**config.mk**
```make
export PLATFORM = sky130hd
export DESIGN_NAME = key_scan_debounce
export DESIGN_NICKNAME = d
export VERILOG_FILES = /design/src/rtl/key_scan_debounce.sv
export SDC_FILE = /design/constraint.sdc
export NUM_CORES = 1
export LEC_CHECK = 0
export CAP_MARGIN = 40
export CORE_MARGIN = 10
export CORE_UTILIZATION = 60
export CTS_BUF_LIST = sky130_fd_sc_hd__clkbuf_4
export DETAILED_ROUTE_END_ITERATION = 7
export GPL_TIMING_DRIVEN = 0
export MAX_ROUTING_LAYER = met4
export PLACE_DENSITY_LB_ADDON = 0.25
export SLEW_MARGIN = 20
export SYNTH_ARGS = -nofsm -noshare
export SYNTH_HDL_FRONTEND = slang
export SYNTH_SLANG_ARGS = --single-unit
```
**constraint.sdc**
```tcl
create_clock -name clk_in -period 6 [get_ports clk_in]
set_input_delay 0.6 -clock clk_in [delete_from_list [all_inputs] [get_ports clk_in]]
set_output_delay 0.6 -clock clk_in [all_outputs]
set_load 0.01 [all_outputs]
```
**src/rtl/key_scan_debounce.sv**
```systemverilog
// key_scan_debounce: push-button front end for the segment-display path.
// Synchronises the raw button pins, debounces them as a vector, resolves the
// lowest-index pressed key as the winner and holds it until it is released.
// The outputs are a one-hot key vector, a binary key code (index+1) and
// single-cycle press and release strobes.
module key_scan_debounce #(
  parameter int N_KEYS          = 14,
  parameter int DEBOUNCE_CYCLES = 1000000,
  parameter bit RAW_ACTIVE_LOW  = 1'b1
) (
  input  logic              clk_in,
  input  logic              rst_n,
  input  logic [N_KEYS-1:0] key_raw,
  output logic [N_KEYS-1:0] Key,
  output logic [3:0]        key_code,
  output logic              key_press,
  output logic              key_release,
  output logic              busy
);

  localparam int CNT_W = (DEBOUNCE_CYCLES > 1) ? $clog2(DEBOUNCE_CYCLES) : 1;
  localparam int SEL_W = (N_KEYS > 1) ? $clog2(N_KEYS) : 1;
  localparam logic [CNT_W-1:0]  CNT_LAST   = CNT_W'(DEBOUNCE_CYCLES - 1);
  localparam logic [N_KEYS-1:0] IDLE_LEVEL = {N_KEYS{RAW_ACTIVE_LOW}};

  typedef enum logic [1:0] {
    S_IDLE,
    S_DEB_PRESS,
    S_PRESSED,
    S_DEB_RELEASE
  } state_t;

  state_t            state;
  logic [CNT_W-1:0]  cnt;
  logic [N_KEYS-1:0] cand;
  logic [N_KEYS-1:0] sync1;
  logic [N_KEYS-1:0] sync2;
  logic [N_KEYS-1:0] press_vec;
  logic [N_KEYS-1:0] sel_onehot;
  logic [SEL_W-1:0]  sel;
  logic              sel_held;

  // Two-flop synchroniser; reset loads the released level so no phantom
  // press is seen as reset lifts.
  always_ff @(posedge clk_in or negedge rst_n) begin
    if (!rst_n) begin
      sync1 <= IDLE_LEVEL;
      sync2 <= IDLE_LEVEL;
    end else begin
      // NOTE: non-blocking assignments make sync2 take the old sync1, giving
      // two real flop stages; blocking here would collapse them into one.
      sync1 <= key_raw;
      sync2 <= sync1;
    end
  end

  // Normalised press vector: bit i is 1 while key i reads as pressed.
  assign press_vec = RAW_ACTIVE_LOW ? ~sync2 : sync2;

  // Lowest set bit of the candidate wins; isolate it as a one-hot mask.
  assign sel_onehot = cand & (~cand + N_KEYS'(1));
  assign sel_held   = |(press_vec & sel_onehot);

  // Binary index of the winning key.
  always_comb begin
    // NOTE: default first so every path assigns sel and no latch is inferred.
    sel = '0;
    for (int i = N_KEYS - 1; i >= 0; i--) begin
      if (cand[i]) sel = SEL_W'(i);
    end
  end

  assign busy = (state != S_IDLE);

  // Debounce FSM: accept a press/release only after DEBOUNCE_CYCLES
  // consecutive samples agree; outputs and strobes are registered here.
  always_ff @(posedge clk_in or negedge rst_n) begin
    if (!rst_n) begin
      state       <= S_IDLE;
      cnt         <= '0;
      cand        <= '0;
      Key         <= '0;
      key_code    <= '0;
      key_press   <= 1'b0;
      key_release <= 1'b0;
    end else begin
      key_press   <= 1'b0;
      key_release <= 1'b0;
      unique case (state)
        S_IDLE: begin
          if (press_vec != '0) begin
            cand  <= press_vec;
            cnt   <= '0;
            state <= S_DEB_PRESS;
          end
        end
        S_DEB_PRESS: begin
          if (press_vec == '0) begin
            state <= S_IDLE;
          end else if (press_vec != cand) begin
            cand <= press_vec;
            cnt  <= '0;
          end else if (cnt == CNT_LAST) begin
            state     <= S_PRESSED;
            Key       <= sel_onehot;
            key_code  <= 4'(sel) + 4'd1;
            key_press <= 1'b1;
          end else begin
            cnt <= cnt + 1'b1;
          end
        end
        S_PRESSED: begin
          // Other keys are ignored while the winner stays down.
          if (!sel_held) begin
            cnt   <= '0;
            state <= S_DEB_RELEASE;
          end
        end
        S_DEB_RELEASE: begin
          if (sel_held) begin
            cnt   <= '0;
            state <= S_PRESSED;
          end else if (cnt == CNT_LAST) begin
            state       <= S_IDLE;
            Key         <= '0;
            key_code    <= '0;
            key_release <= 1'b1;
          end else begin
            cnt <= cnt + 1'b1;
          end
        end
        default: state <= S_IDLE;
      endcase
    end
  end

endmodule

```
==> flow_summary.yaml <==
logic_synthesis:
  async_reset_ff_frac: 1.00
  synth-compound-area-share: 0.165
  ys_types: 62
  synth_xor_area_frac: 0.0305
  ys_ff_latch: 84
  synthMuxAreaShare: 0.00779
  yosysTopAreaCell: "dfrtp_1"
  avgSynthCellArea_um2: 10.5
  syn_nets: 403
  synth_fa_ha_area_frac: 0.00935
  synth-edff-count: 0
  synth_top_family_by_area: "simple AND/OR/NAND/NOR gates"
  synth_area_um2: 4020
  yosys_warnings: 0
  netlist.area_leader.share: 0.349
  synth_ff_type: "dfrtp_1"
  ys_top_cells_by_area: "dfrtp_1, dfstp_2, nand2_1"
  yosysSeqAreaShare: 0.532
  synth_cells: 384
  yosys.area_share.simple: 0.209
cts:
  cts_resized: 0
  cts_max_level: 3
  cts_max_path_buffers: 2
  hold_buffers: 0
  clk_latency_ns: 0.43
  cts_setup_buffers: 0
  clkTransAtPathRegs_ns: 0.14
  clock-sinks: 84
  cts_tree: "yes"
  numCtsBuffers: 9
  cts_root_buf: "clkbuf_4"
global_routing:
  grt_pass1_wl_um: 14900
  grt_max_degree: 45
  antenna_found_initial: 0
  grt_util_all_layers: 0.183
  globalRouteOverflowTotal: 0
  grt_pass1_vias: 3062
setup_path:
  r2r-start: "cand[1]"
  cp_max_fo: 10
  worst-setup-path-type: "reg -> out"
  slowest_delay_ns: 0.53
  cp-startpoint: "state[0]"
  cp.arrival_ns: 2.33
  cp.required_ns: 5.40
  start_kind: "flip-flop"
  path_cells: "clkbuf_1 -> clkbuf_1 -> or2_2 -> clkdlybuf4s50_1"
  path_common_cell: "clkbuf_1"
  ff2ff_setup_slack_ns: 3.14
  crit_slowest_cell: "clkdlybuf4s50_1"
  rr_worst_depth: 9
  end_kind: "primary output"
  reg2reg_to: "cnt[4]"
timing:
  fmax_mhz: 342
  finalSetupTns_ns: 0
  timing.final.max_slew_violations: 0
  skew_ns: 0.0209
  setup_violations: 0
  hold_viol_final: 0
  fin_crit_ns: 2.93
  tightestPinTransition_ns: 0.720
  grt_setup_unrepaired: "no"
  finalCritPeriodShare: 0.488
  slew_headroom: 0.517
floorplanning:
  rows: 29
  fp.coreArea_um2: 6420
  die_x_um: 102
  ios: 37
  floorplan.initialDensity: 0.625
  die_area_um2: 10400
  die_y_um: 102
finish:
  final_cell_mix: "dfrtp_1, nand2_1, clkdlybuf4s50_1"
  nets: 453
  utilization: 0.724
  fillers: 469
  layout_commonest_cell: "dfrtp_1"
  final_area_um2: 4650
  antennaDiodeCount: 0
  drive_above_1_share: 0.169
  finalNonFillerCells: 516
  syn2layout_area_growth_pct: 15.7
worst_hold_path:
  min_path_type: "in -> async"
routing:
  first_pass_iters: 5
  vias: 3261
  drt-total-wl_um: 8810
  antenna_left: 0
  post-route-drc-count: 0
  drt_iter0_drc: 254
  wl_per_cell_um: 17.1
  via_per_inst: 6.32
job:
  maxCapViolCount: 0
power:
  power_w: 0.000986
  p_leak_nw: 1.85
  irDropWorstVdd_mv: 0.171
  power.density_nw_per_um2: 212
placement:
  dp.cells: 500
  placed_area_um2: 4510
  hpwl_um: 6570
  place_congestion: 0.939
  portBuffers: 36
run_status:
  status: "finished clean"
-- metrics by stage --
step                      hold slack [ns]  setup WS, ns
after floorplan                     0.304          3.54
after global placement              0.346          1.59
after detailed placement            0.347          3.21
after CTS                           0.132          3.07
after global routing                0.144          2.94
final                               0.126          3.07
-- worst max-delay path: cells and delay by family (launching register included) --
| kind | cells | cell delay (ns) |
|---|---|---|
| buffers and inverters | 3 | 1.34 |
| AND/OR/NAND/NOR | 1 | 0.18 |
| flip-flops | 1 | 0.39 |
-- per-layer routing --
metal  part of all wire  up-vias  track usage
li1                   -     1522            -
met1               0.48     1594        0.258
met2               0.43      127        0.251
met3              0.073       18       0.0391
met4              0.018        0       0.0683
met5                  0        -            -
-- registers in the layout, summed over array words and instances (netlist names) --
register,cells
key_code,4
state,2
cnt,20
Key,14
key_press,1
sync1,14
cand,14
key_release,1
sync2,14
-- worst max path at each step --
stage	end	slack, ns
6_report	busy	3.07
5_1_grt	busy	2.94
4_1_cts	busy	3.07
3_5_place_dp	cnt[2]	3.21
3_3_place_gp	cnt[13]	1.59
2_1_floorplan	Key[13]	3.54
-- cells in the mapped netlist, types with 7 or more instances --
| library cell | number |
|---|---|
| inv_1 | 18 |
| nor2_1 | 22 |
| a32o_1 | 7 |
| o21ai_0 | 21 |
| nand3_1 | 12 |
| clkbuf_1 | 11 |
| dfrtp_1 | 56 |
| a31oi_1 | 16 |
| nor4_1 | 10 |
| xnor2_1 | 13 |
| nand4_1 | 10 |
| buf_2 | 8 |
| a21oi_1 | 10 |
| dfstp_2 | 28 |
| a22o_1 | 9 |
| nand3b_1 | 7 |
| nand2_1 | 36 |
-- final cells by class --
cell class	instances	area (um2)	area share
plain buffers	23	115	0.0248
well taps	77	96.3	0.0207
flip-flops and latches	84	2140	0.460
clock inverters	6	65.1	0.0140
clock buffers	10	75.1	0.0162
multi-input cells	259	1700	0.365
repair buffers	39	394	0.0848
inverters	18	67.6	0.0145
-- power breakdown --
| part | total [W] | internal [W] | switching (W) |
|---|---|---|---|
| sequential | 0.000600 | 0.000588 | 0.0000117 |
| clock | 0.000323 | 0.000133 | 0.000191 |
| combinational | 0.0000628 | 0.0000271 | 0.0000357 |
| total | 0.000986 | 0.000748 | 0.000238 |
-- cell families after synthesis --
kind of cell / count (synthesis)
and+or+nand+nor: 145
AOI/OAI and AO/OA: 94
DFF: 84
buffers and inverters: 41
xor gates and xnor gates: 14
muxes: 3
adders and majority gates: 3
No activity file was read; power rests on OpenSTA's default activity.
